$ cat src/rtl/vga_timing_generator.sv
// 640x480@60 VGA timing: pixel-rate divider, H/V region FSMs, scaled VRAM address
// generation and a one-pixel output pipeline that aligns sync/blanking with rgb_in.
module vga_timing_generator #(
    parameter int CLK_DIV   = 4,
    parameter int H_VISIBLE = 640,
    parameter int H_FP      = 16,
    parameter int H_SYNC    = 96,
    parameter int H_BP      = 48,
    parameter int V_VISIBLE = 480,
    parameter int V_FP      = 10,
    parameter int V_SYNC    = 2,
    parameter int V_BP      = 33,
    parameter int SCALE     = 5
) (
    input  logic        clk,
    input  logic        reset,
    input  logic [2:0]  rgb_in,
    output logic [13:0] read_address,
    output logic [3:0]  front_porch_count,
    output logic        frame_start,
    output logic        hsync,
    output logic        vsync,
    output logic [2:0]  vga_rgb
);
    localparam int H_TOTAL = H_VISIBLE + H_FP + H_SYNC + H_BP;
    localparam int V_TOTAL = V_VISIBLE + V_FP + V_SYNC + V_BP;
    localparam int HW = $clog2(H_TOTAL);
    localparam int VW = $clog2(V_TOTAL);
    localparam int DW = $clog2(CLK_DIV);
    localparam int SW = (SCALE > 1) ? $clog2(SCALE) : 1;

    localparam logic [DW-1:0] DIV_LAST   = DW'(CLK_DIV - 1);
    localparam logic [DW-1:0] DIV_SAMP   = DW'(CLK_DIV - 2);
    localparam logic [HW-1:0] H_LAST     = HW'(H_TOTAL - 1);
    localparam logic [HW-1:0] H_FP_START = HW'(H_VISIBLE);
    localparam logic [HW-1:0] H_SY_START = HW'(H_VISIBLE + H_FP);
    localparam logic [HW-1:0] H_BP_START = HW'(H_VISIBLE + H_FP + H_SYNC);
    localparam logic [VW-1:0] V_LAST     = VW'(V_TOTAL - 1);
    localparam logic [VW-1:0] V_FP_START = VW'(V_VISIBLE);
    localparam logic [VW-1:0] V_SY_START = VW'(V_VISIBLE + V_FP);
    localparam logic [VW-1:0] V_BP_START = VW'(V_VISIBLE + V_FP + V_SYNC);
    localparam logic [SW-1:0] SUB_LAST   = SW'(SCALE - 1);
    localparam logic [6:0]    COL_MAX    = 7'd127;
    localparam logic [6:0]    ROW_MAX    = 7'd95;

    typedef enum logic [1:0] {H_ACTIVE, H_FRONT, H_SYNCP, H_BACK} h_state_t;
    typedef enum logic [1:0] {V_ACTIVE, V_FRONT, V_SYNCP, V_BACK} v_state_t;

    h_state_t       h_state, h_state_nxt;
    v_state_t       v_state, v_state_nxt;
    logic [DW-1:0]  div;
    logic [HW-1:0]  h_cnt, h_nxt;
    logic [VW-1:0]  v_cnt, v_nxt;
    logic [SW-1:0]  sub_x, sub_x_nxt, sub_y, sub_y_nxt;
    logic [6:0]     vram_col, col_nxt, vram_row, row_nxt;
    logic [2:0]     rgb_s;
    logic [3:0]     fp_nxt;
    logic           tick, line_end, frame_end, pix_active;

    always_comb begin
        tick       = (div == DIV_LAST);
        line_end   = (h_cnt == H_LAST);
        frame_end  = line_end && (v_cnt == V_LAST);
        h_nxt      = line_end ? '0 : h_cnt + 1'b1;
        v_nxt      = frame_end ? '0 : (line_end ? v_cnt + 1'b1 : v_cnt);
        pix_active = (h_state == H_ACTIVE) && (v_state == V_ACTIVE);
    end

    always_ff @(posedge clk or posedge reset) begin
        if (reset) begin
            h_state <= H_ACTIVE;
            v_state <= V_ACTIVE;
        end else if (tick) begin
            h_state <= h_state_nxt;
            v_state <= v_state_nxt;
        end
    end

    always_comb begin
        h_state_nxt = h_state;
        case (h_state)
            H_ACTIVE: if (h_nxt == H_FP_START) h_state_nxt = H_FRONT;
            H_FRONT:  if (h_nxt == H_SY_START) h_state_nxt = H_SYNCP;
            H_SYNCP:  if (h_nxt == H_BP_START) h_state_nxt = H_BACK;
            H_BACK:   if (line_end)            h_state_nxt = H_ACTIVE;
            default:                           h_state_nxt = H_ACTIVE;
        endcase
        v_state_nxt = v_state;
        case (v_state)
            V_ACTIVE: if (line_end && v_nxt == V_FP_START) v_state_nxt = V_FRONT;
            V_FRONT:  if (line_end && v_nxt == V_SY_START) v_state_nxt = V_SYNCP;
            V_SYNCP:  if (line_end && v_nxt == V_BP_START) v_state_nxt = V_BACK;
            V_BACK:   if (frame_end)                       v_state_nxt = V_ACTIVE;
            default:                                       v_state_nxt = V_ACTIVE;
        endcase
    end

    // Scaled address counters; col/row saturate so they never spill into the next row.
    always_comb begin
        sub_x_nxt = sub_x;
        col_nxt   = vram_col;
        sub_y_nxt = sub_y;
        row_nxt   = vram_row;
        if (line_end) begin
            sub_x_nxt = '0;
            col_nxt   = '0;
        end else if (h_state == H_ACTIVE) begin
            if (sub_x == SUB_LAST) begin
                sub_x_nxt = '0;
                if (vram_col != COL_MAX) col_nxt = vram_col + 1'b1;
            end else begin
                sub_x_nxt = sub_x + 1'b1;
            end
        end
        if (frame_end) begin
            sub_y_nxt = '0;
            row_nxt   = '0;
        end else if (line_end && v_state == V_ACTIVE) begin
            if (sub_y == SUB_LAST) begin
                sub_y_nxt = '0;
                if (vram_row != ROW_MAX) row_nxt = vram_row + 1'b1;
            end else begin
                sub_y_nxt = sub_y + 1'b1;
            end
        end
        fp_nxt = front_porch_count;
        if (line_end) begin
            if (v_state_nxt == V_FRONT)
                fp_nxt = (v_state != V_FRONT) ? 4'd1 :
                         (front_porch_count == 4'hF) ? 4'hF : front_porch_count + 1'b1;
            else
                fp_nxt = '0;
        end
    end

    always_ff @(posedge clk or posedge reset) begin
        if (reset) begin
            div               <= '0;
            h_cnt             <= '0;
            v_cnt             <= '0;
            sub_x             <= '0;
            sub_y             <= '0;
            vram_col          <= '0;
            vram_row          <= '0;
            rgb_s             <= '0;
            read_address      <= '0;
            front_porch_count <= '0;
            frame_start       <= 1'b0;
            hsync             <= 1'b1;
            vsync             <= 1'b1;
            vga_rgb           <= '0;
        end else begin
            div         <= tick ? '0 : div + 1'b1;
            frame_start <= 1'b0;
            // Last clk before the tick: memory_management has had CLK_DIV-1 clks to respond.
            if (div == DIV_SAMP) rgb_s <= rgb_in;
            if (tick) begin
                h_cnt             <= h_nxt;
                v_cnt             <= v_nxt;
                sub_x             <= sub_x_nxt;
                sub_y             <= sub_y_nxt;
                vram_col          <= col_nxt;
                vram_row          <= row_nxt;
                front_porch_count <= fp_nxt;
                frame_start       <= line_end && (v_nxt == V_FP_START);
                read_address      <= (h_state_nxt == H_ACTIVE && v_state_nxt == V_ACTIVE)
                                     ? {row_nxt, col_nxt} : '0;
                // Pins take the state of the pixel just finished, one pixel behind counters.
                hsync             <= (h_state != H_SYNCP);
                vsync             <= (v_state != V_SYNCP);
                vga_rgb           <= pix_active ? rgb_s : '0;
            end
        end
    end
endmodule

$ cat config.mk
export PLATFORM = sky130hd
export DESIGN_NAME = vga_timing_generator
export DESIGN_NICKNAME = d
export VERILOG_FILES = /design/src/rtl/vga_timing_generator.sv
export SDC_FILE = /design/constraint.sdc
export NUM_CORES = 1
export LEC_CHECK = 0
export CORE_ASPECT_RATIO = 0.75
export CORE_MARGIN = 2
export CORE_UTILIZATION = 35
export CTS_CLUSTER_SIZE = 12
export DETAILED_ROUTE_END_ITERATION = 10
export GPL_ROUTABILITY_DRIVEN = 1
export PLACE_DENSITY = 0.55
export SLEW_MARGIN = 20
export SYNTH_ARGS = -nofsm -noshare
export SYNTH_HDL_FRONTEND = slang
export SYNTH_SLANG_ARGS = --single-unit
$ cat constraint.sdc
create_clock -name clk -period 8.1 [get_ports clk]
set_clock_uncertainty 0.05 [all_clocks]
set_input_delay 1.62 -clock clk [delete_from_list [all_inputs] [get_ports clk]]
set_output_delay 1.62 -clock clk [all_outputs]
set_load 0.01 [all_outputs]
## After elaboration in Yosys (flattened, before gate mapping)

Cells that the tools add are included.

| storage, ports and cells | value |
|---|---|
| register bits | 73 |
| bits of input ports | 5 |
| output and inout bits | 24 |
| logic and storage cells | 99 |

| operators by class | value |
|---|---|
| $add $sub $neg | 8 |
| equal/unequal tests | 25 |
| mux-type cells | 34 |
| reduce and logical (&&, ||, !) cells | 16 |

Operator list:

| operator | count |
|---|---|
| $mux W7 | 8 |
| $eq A10 B10 Y1 const B | 5 |
| $eq A10 B9 Y1 const B | 3 |
| $mux W10 | 3 |
| $mux W3 | 7 |
| $add A10 B1 Y10 const B | 2 |
| $mux W2 | 9 |
| $pmux W2 S4 | 2 |
| $add A7 B1 Y7 const B | 2 |
| $mux W14 | 1 |
| $ne A7 B7 Y1 const B | 2 |
| $eq A2 B2 Y1 const B | 6 |
| $mux W4 | 3 |
| $logic_not A2 Y1 | 4 |
| $logic_and A1 B1 Y1 | 7 |
| $add A3 B1 Y3 const B | 2 |
| $eq A2 B1 Y1 const B | 3 |
| $eq A3 B3 Y1 const B | 2 |
| $reduce_and A2 Y1 | 3 |
| $add A4 B1 Y4 const B | 1 |
| $eq A4 B4 Y1 const B | 1 |
| $ne A2 B2 Y1 const B | 2 |
| $reduce_bool A2 Y1 | 2 |
| $add A2 B1 Y2 const B | 1 |
| other kinds (2) | 2 |

## Depth between registers and ports, before layout

Gate-level depths: netlist (run 1).

| logic depth | value |
|---|---|
| depth in word-level cells | 10 |
| mapped depth | 11 |
| mapped depth without buffers | 9 |

## Worst setup path after synthesis (run 1)

No wires, ideal clock.

| timing | value |
|---|---|
| kind | register to register |
| from | register h_cnt[7] |
| to | register read_address[10] |
| library setup time | 132 ps |
| arrival | 2560 ps |
| required time | 7918 ps |
| path slack | 5358 ps |
| stages on the path, launching flop included | 9 |
| path buffers | 1 |
| clock period less this slack | 2742 ps |
| path through | dfrtp_1 buf_6 or4b_4 nor4_4 mux2i_1 nor4bb_2 nor3_4 o211ai_2 o2bb2ai_1 |

| on the way | value |
|---|---|
| cells in the longest elaborated chain, start to end | 10 |
| elaborated cells between the ends (all ways) | 32 |
| classes of those cells | add/sub: 1; eq/ne: 7; mux: 16; reduce/logical: 8 |

RTL lines:

| element | line | RTL |
|---|---|---|
| start, declared | 52 | `logic [HW-1:0] h_cnt, h_nxt;` |
| start signal, assigned | 158 | `h_cnt <= h_nxt;` |
| branches (longest 9 deep; another with $add A10 B1 Y10) | n/a |  |
| $mux W14 * | 167 | `? {row_nxt, col_nxt} : '0;` |
| end signal, assigned | 166 | `read_address <= (h_state_nxt == H_ACTIVE && v_state_nxt == V_ACTIVE)` |
| end, declared | 18 | `output logic [13:0] read_address,` |

Mark *: on every way between the ends.
A chain may end at the register's enable or synchronous reset.

## Final worst setup path (run 1)

| timing | value |
|---|---|
| from | register h_cnt[0] |
| to | register read_address[7] |

The elaborated chain is that of the path after synthesis.

==> reports/results.md, run 1 <==
| Stage | Quantity | Reported |
| --- | --- | --- |
| routing | DRT Pass-1 Iters | 5 |
| hold path | Instance count along the most critical hold path | 1 |
| die | Ports placed on the boundary | 29 |
| power and ir drop | Final total power | 798 uW |
| worst setup path | Required time worst endpoint | 8.29 ns |
| clock tree | Clock-pin slew on the worst setup and hold paths | 0.06 ns |
| layout | Net count, final | 488 |
| place | # port buffers | 28 |
| layout | Count of antenna diodes in the layout | 0 |
| worst setup path | Maximum fanout count along the critical path | 17 |
| routing | Wirelength per Cell | 15.8 um |
| timing | Final sum of negative setup slack | 0 ns |
| timing | Final setup viols | 0 |
| die | Die Area | 0.0130 mm2 |
| die | Die height | 99.4 um |
| worst setup path | Critical path class | reg2reg |
| die | Num rows | 34 |
| global routing | Leftover overflow at the end of global routing | 0 |
| timing | Achievable Freq | 305 MHz |
| hold path | End point of the worst hold path | div[0] |
| worst setup path | Worst setup slack for register-to-register paths | 4.82 ns |
| layout | Final-layout fill cell count | 1150 |
| worst setup path | FF-to-FF Start | h_cnt[0] |
| die | Die X-Extent | 131 um |
| clock tree | CTS tree | built |
| synthesis | Number of enable flip-flop cells after synthesis | 0 |
| layout | Seq. cell area | 0.00183 mm2 |
| clock tree | Quantity of hold-fixing buffers added after cts | 0 |
| clock tree | Number of clock sinks | 73 |
| layout | Share of final-layout standard cells stronger than drive strength 1 | 10.1% |
| timing | Slew at the pin closest to its max-slew limit | 0.932 ns |
| layout | Growth of design area from synthesis to finish | 16.4% |
| status | Status | completed |
| worst setup path | CP Launch Point | h_cnt[0] |
| timing | Remaining max-slew budget at the tightest pin | 37.9% |
| place | Global placement routability congestion | 0.820 |
| routing | Total routed wirelength | 10100 um |
| synthesis | Sequential element share of the synthesized area | 43.1% |
| synthesis | Number of library cell types mapped by synthesis | 64 |
| global routing | Antenna violations before repair | 0 |
| die | Std-Cell Core Area | 0.0117 mm2 |
| global routing | Wire length of the first global-routing pass | 17300 um |
| timing | Number of endpoints with negative hold slack in the final report | 0 |
| hold path | Class of the tightest hold or removal check | reg2reg |
| worst setup path | Crit path DAT | 3.47 ns |
| worst setup path | End of the worst register-to-register path | read_address[7] |
| hold path | Start point of the worst hold path | div[0] |
| global routing | Global routing usage summed across all routing layers | 16.6% |
| clock tree | CTS Buffer Depth | 2 |
| timing | Final Max Slew Viols | 0 |
| timing | Worst hold slack | 0.404 ns |
| synthesis | Fraction of registers with async set/reset | 100% |
| synthesis | Primary flip-flop cell chosen by synthesis mapping | sky130_fd_sc_hd__dfrtp_1 |
| clock tree | Max H-tree Level | 3 |
| layout | Leading cell type in the layout, fill and taps excluded | sky130_fd_sc_hd__dfrtp_1 |
| global routing | Number of global-route vias before repair | 3400 |
| synthesis | Synthesized net count | 475 |
| synthesis | Synthesis-stage register bit count | 73 |
| routing | Via count | 3444 |
| clock tree | Post-CTS setup repair buffer count | 0 |
| routing | Final antenna-violating net count | 0 |
| synthesis | Fraction of the mapped netlist area in simple logic gates | 19.6% |
| synthesis | Main combinational cell family by area after synthesis | compound AO/OA/AOI/OAI gates |
| worst setup path | Critical Path End Type | flip-flop |
| clock tree | Cell at the root of the clock tree | sky130_fd_sc_hd__clkbuf_16 |
| synthesis | Share of the synthesized area in compound gates (AO/OA/AOI/OAI) | 21.4% |
| routing | Number of violations reported at the end of detailed-routing iteration 0 | 169 |
| layout | Combined area of the multi-input logic cells | 0.00218 mm2 |
| clock tree | Number of resized instances in the post-cts repair step | 0 |
| global routing | Pin count of the biggest net entering global routing | 74 |
| synthesis | Cell Area, Synth | 0.00424 mm2 |
| clock tree | Total CTS buffers | 9 |
| layout | Top library cells by usage in the layout, fill and taps aside | 71 x sky130_fd_sc_hd__dfrtp_1, 56 x sky130_fd_sc_hd__nand2_1, 45 x sky130_fd_sc_hd__o21ai_0 |
| layout | Cell area after layout | 0.00494 mm2 |
| synthesis | Arithmetic-cell share of the synthesized area counting full adders, half adders and majority gates | 3.83% |
| routing | Drc violations | 0 |
| routing | Vias/cell | 5.41 |
| synthesis | Fraction of synthesized cell area in xor and xnor cells | 4.75% |
| timing | Period utilisation layout | 40.5% |
| timing | Unrepaired setup endpoints after global routing | no |
| power and ir drop | Cell area power density | 161 mW/mm2 |
| place | HPWL reported at the end of detailed placement | 6810 um |
| clock tree | Clock Latency Late Sink | 0.34 ns |
| die | Effective utilization at floorplan | 36.3% |
| flow run | Maxcap violations | 0 |
| worst setup path | Category of the worst setup path launch point | flip-flop |
| synthesis | Yosys warnings | 0 |
| worst setup path | Number of cells traversed by the worst register-to-register path | 8 |
| synthesis | Post-synthesis mux area share | 1.80% |
| place | Cell area reported after detailed placement | 0.00462 mm2 |
| synthesis | Synthesized instance count | 457 |
| power and ir drop | Largest voltage drop on the vdd net | 0.0896 mV |
| power and ir drop | Leakage | 1.98 nW |
| timing | Shortest clock period the worst path allows after layout | 3.28 ns |
| synthesis | Mean cell area of the mapped netlist | 9.29 um2 |
-- critical path, cell delays in order (launching register included) --
cell and delay, ns:
sky130_fd_sc_hd__dfrtp_1 0.44, sky130_fd_sc_hd__ha_1 0.40, sky130_fd_sc_hd__and2_1 0.26, sky130_fd_sc_hd__and3_1 0.62
sky130_fd_sc_hd__and2_1 0.40, sky130_fd_sc_hd__a32oi_1 0.18, sky130_fd_sc_hd__a31oi_1 0.26, sky130_fd_sc_hd__o211ai_2 0.25
sky130_fd_sc_hd__o41ai_2 0.32
-- logic make-up (layout without fill, tap and decap cells) --
family | after synthesis | in the layout
simple gates | 156 | 156
compound gates | 127 | 127
flops | 73 | 73
buf+inv | 58 | 76
xor+xnor | 23 | 23
fa+ha+maj | 13 | 13
mux | 7 | 7
-- stage by stage --
step                      instances  util [%]  worst slack, ns
final                           637      42.2             4.82
after global routing            637      42.2             4.55
after CTS                       637      42.2             4.82
after detailed placement        621      39.5             4.80
after global placement          621      39.5             4.94
after floorplan                 457         -             4.58
-- cell type report --
cell class / count / area share [%]
clock buffers: 11 / 5.12
clock inverters: 5 / 1.27
inverters: 29 / 2.20
multi-input cells: 326 / 44.1
flip-flops and latches: 73 / 37.0
well taps: 162 / 4.10
repair buffers: 31 / 6.13
-- synth_stat cells (all sizes together) (2+ instances only) --
cell type	count	area, um2
ha	13	163
nor2b	4	25.0
nor4	4	55.1
a21oi	12	60.1
and3	10	62.6
nand4b	2	17.5
nor2	23	88.8
clkbuf	18	67.6
nand2	56	210
o41ai	3	48.8
o2bb2ai	11	96.3
xnor2	17	149
a41oi	5	43.8
o21ai	45	225
nand3	24	125
inv	28	105
o32ai	5	43.8
nor3	11	66.3
a22o	3	26.3
buf	11	57.6
and2	4	25.0
mux2	5	56.3
o211ai	3	27.5
dfstp	2	52.6
a311oi	6	52.6
mux2i	2	20.0
or3	2	17.5
nand4	8	56.3
o31ai	7	52.6
a31o	3	26.3
dfrtp	71	1780
a21o	4	30.0
xor2	6	52.6
a31oi	9	56.3
-- sequential cells by signal (all words and copies together) (netlist names), 3 cells and up --
name               cells
v_cnt                 10
sub_y                  3
sub_x                  3
vga_rgb                3
vram_row               7
vram_col               7
front_porch_count      4
rgb_s                  3
read_address          14
h_cnt                 10
-- power by group --
part	internal, mW	switching, mW	total, mW
Combinational	0.00429	0.00833	0.0126
Sequential	0.366	0.000843	0.367
Clock	0.257	0.161	0.418
Total	0.627	0.170	0.798
-- worst max path at each step --
| stage | to | slack, ns |
|---|---|---|
| 2_1_floorplan | div[0] | 4.58 |
| 3_3_place_gp | read_address[11] | 4.94 |
| 3_5_place_dp | read_address[7] | 4.80 |
| 4_1_cts | read_address[7] | 4.82 |
| 5_1_grt | read_address[7] | 4.55 |
| 6_report | read_address[7] | 4.82 |
-- metal layers --
layer  vias to the layer above  part of all wire, %  wire [um]  global-route usage, %
li1                       1686                    -          -                      -
met1                      1683                   51       5160                   23.3
met2                        67                   43       4310                   25.3
met3                         8                  5.0        500                   3.92
met4                         0                 0.91         92                   5.69
met5                         -                    0          0                      0
Note: power is estimated with default switching activity, not from simulation.
==> inputs of run 2 (changes only) <==
--- a/config.mk
+++ b/config.mk
@@ -11,7 +11,7 @@
 export CTS_CLUSTER_SIZE = 12
 export DETAILED_ROUTE_END_ITERATION = 10
 export GPL_ROUTABILITY_DRIVEN = 1
-export PLACE_DENSITY = 0.55
+export PLACE_DENSITY = 0.57
 export SLEW_MARGIN = 20
 export SYNTH_ARGS = -nofsm -noshare
 export SYNTH_HDL_FRONTEND = slang
==> constraint.sdc (replaced) <==
create_clock -name clk -period 2.95 [get_ports clk]
set_clock_uncertainty 0.05 [all_clocks]
set_input_delay 0.59 -clock clk [delete_from_list [all_inputs] [get_ports clk]]
set_output_delay 0.59 -clock clk [all_outputs]
set_load 0.01 [all_outputs]
==> run 2 against run 1 <==
Effect of this change: die area stayed put; cell area is 3.9% higher; register-to-register slack worse by 4.7 ns; count of clock-buffer cells in the layout stayed put; sequential cell count stayed put; wire length is 0.11% lower; power grew to 2.7 times the previous value.
==> reports/results.md, run 2 (synthesized netlist as in run 1, its figures left out) <==
| Stage | Quantity | Reported |
| --- | --- | --- |
| status | Status | completed |
| layout | Net count, final | 509 |
| worst setup path | Ordered list of cells on the worst path | or4b_4 > nor4_4 > mux2i_2 > nor4bb_2 > buf_4 > nor3_4 > nor2_2 > o32ai_1 |
| timing | Period utilisation layout | 94.3% |
| layout | Cell area after layout | 0.00513 mm2 |
| routing | Number of violations reported at the end of detailed-routing iteration 0 | 213 |
| timing | Final Max Slew Viols | 0 |
| place | Placement Setup Slack | 0.139 ns |
| clock tree | Max H-tree Level | 3 |
| global routing | Antenna violations before repair | 0 |
| die | Die height | 99.4 um |
| place | Global placement routability congestion | 0.813 |
| global routing | Wire length of the first global-routing pass | 17100 um |
| power and ir drop | Cell area power density | 427 mW/mm2 |
| clock tree | Number of clock sinks | 73 |
| worst setup path | Biggest cell delay along the critical path | 0.56 ns |
| power and ir drop | Leakage | 2.10 nW |
| timing | Number of endpoints with negative hold slack in the final report | 0 |
| layout | Most flop-heavy register | read_address |
| clock tree | CTS tree | built |
| clock tree | CTS Buffer Depth | 2 |
| timing | Final sum of negative setup slack | 0 ns |
| worst setup path | Crit-path slowest cell | sky130_fd_sc_hd__or4b_4 |
| clock tree | Total CTS buffers | 9 |
| routing | Via count | 3507 |
| timing | Worst hold slack | 0.413 ns |
| layout | Leading cell type in the layout, fill and taps excluded | sky130_fd_sc_hd__dfrtp_1 |
| worst setup path | FF-to-FF Start | h_cnt[5] |
| routing | Vias/cell | 5.33 |
| worst setup path | Required time worst endpoint | 3.10 ns |
| layout | Leading registers by flop count | read_address x14, h_cnt x10, v_cnt x10 |
| worst setup path | CP Launch Point | h_cnt[5] |
| layout | Share of final-layout standard cells stronger than drive strength 1 | 14.3% |
| layout | Flip-flop count of the largest register after layout | 14 |
| global routing | Global routing usage summed across all routing layers | 16.3% |
| worst setup path | Critical Path End Type | flip-flop |
| timing | Final setup viols | 0 |
| layout | Count of antenna diodes in the layout | 0 |
| timing | Slew at the pin closest to its max-slew limit | 0.689 ns |
| global routing | Pin count of the biggest net entering global routing | 44 |
| worst setup path | Maximum fanout count along the critical path | 7 |
| clock tree | Quantity of hold-fixing buffers added after cts | 0 |
| clock tree | Cell at the root of the clock tree | sky130_fd_sc_hd__clkbuf_16 |
| routing | Total routed wirelength | 10000 um |
| die | Effective utilization at floorplan | 36.3% |
| flow run | Maxcap violations | 0 |
| layout | Final Instance Count excl. Fillers | 658 |
| timing | Final worst setup slack | 0.167 ns |
| timing | Shortest clock period the worst path allows after layout | 2.78 ns |
| place | Cell area reported after detailed placement | 0.00481 mm2 |
| layout | Growth of design area from synthesis to finish | 20.9% |
| die | Num rows | 34 |
| layout | Final-layout fill cell count | 1116 |
| global routing | Leftover overflow at the end of global routing | 0 |
| place | Placed cell count | 642 |
| clock tree | Clock Latency Late Sink | 0.34 ns |
| global routing | Number of global-route vias before repair | 3373 |
| die | Die Area | 0.0130 mm2 |
| worst setup path | Category of the worst setup path launch point | flip-flop |
| timing | Unrepaired setup endpoints after global routing | no |
| place | HPWL reported at the end of detailed placement | 7170 um |
| die | Die X-Extent | 131 um |
| die | Std-Cell Core Area | 0.0117 mm2 |
| hold path | Start point of the worst hold path | div[0] |
| timing | Remaining max-slew budget at the tightest pin | 53.5% |
| clock tree | Clock-pin slew on the worst setup and hold paths | 0.06 ns |
| routing | DRT Pass-1 Iters | 4 |
| place | # port buffers | 28 |
| hold path | Class of the tightest hold or removal check | reg2reg |
| power and ir drop | Largest voltage drop on the vdd net | 0.301 mV |
| worst setup path | Critical path class | reg2reg |
| routing | Wirelength per Cell | 15.3 um |
| die | Ports placed on the boundary | 29 |
| routing | Final antenna-violating net count | 0 |
| timing | Achievable Freq | 359 MHz |
| routing | Drc violations | 0 |
| layout | Top library cells by usage in the layout, fill and taps aside | 71 x sky130_fd_sc_hd__dfrtp_1, 56 x sky130_fd_sc_hd__nand2_1, 45 x sky130_fd_sc_hd__o21ai_0 |
| worst setup path | Crit path DAT | 2.94 ns |
-- run 2: changes by cell type in the layout (fill, tap and decap cells not counted), sizes merged --
cell / before / now
buf: 3 / 24
-- run 2: routing by layer --
| metal | vias to the layer above | part of all wire (%) | GRT usage [%] |
|---|---|---|---|
| li1 | 1721 | - | - |
| met2 | 60 | 42 | 23.2 |
| met3 | 15 | 4.0 | 4.23 |
| met4 | 0 | 1.6 | 5.69 |
| met5 | - | 0 | 0 |
| met1 | 1711 | 52 | 24.0 |
-- run 2: critical path, delay by kind of cell (launching register included) --
family,cells,cell delay (ns)
AOI/OAI and AO/OA,1,0.16
DFF,1,0.38
muxes,1,0.34
buffers and inverters,1,0.17
and+or+nand+nor,5,1.54
-- run 2: worst paths after layout --
path,end,slack [ns],depth (start not counted)
worst min-delay path,div[0],0.41,1
worst min register to register,div[0],0.41,1
max in group asynchronous,vsync,1.64,3
worst max-delay path,read_address[5],0.17,8
worst max register to register,read_address[5],0.17,8
min in group asynchronous,read_address[1],0.58,2
-- run 2: per-stage QoR --
step                      utilization, %  power (mW)
after CTS                           43.8        2.22
final                               43.9        2.19
after detailed placement            41.1        1.07
after global placement              41.1        1.07
after global routing                43.9        2.26
after floorplan                        -        1.04
-- run 2: layout make-up --
cell class	count	area, um2	share of cell area [%]
clock buffer	11	253	4.93
sequential	73	1830	35.6
tap	162	203	3.95
multi-input combinational	326	2190	42.7
clock inverter	5	62.6	1.22
timing repair buffer	52	485	9.46
inverter	29	109	2.12
-- run 2: timing repair --
item	in CTS	in global routing
endpoints found under the setup margin	0	7
resized for setup	0	2
buffers inserted	0	0
-- run 2: where the power goes --
group	total [mW]	internal, mW	leakage [nW]	switching [mW]
sequential	1.01	1.01	0.969	0.00221
combinational	0.0404	0.0162	0.981	0.0242
clock	1.14	0.705	0.148	0.440
==> inputs of run 3 (changes only) <==
--- a/config.mk
+++ b/config.mk
@@ -10,7 +10,6 @@
 export CORE_UTILIZATION = 35
 export CTS_CLUSTER_SIZE = 12
 export DETAILED_ROUTE_END_ITERATION = 10
-export GPL_ROUTABILITY_DRIVEN = 1
 export PLACE_DENSITY = 0.57
 export SLEW_MARGIN = 20
 export SYNTH_ARGS = -nofsm -noshare
==> results of run 3 <==
Final layout, timing and power as in run 2 (identical DEF).
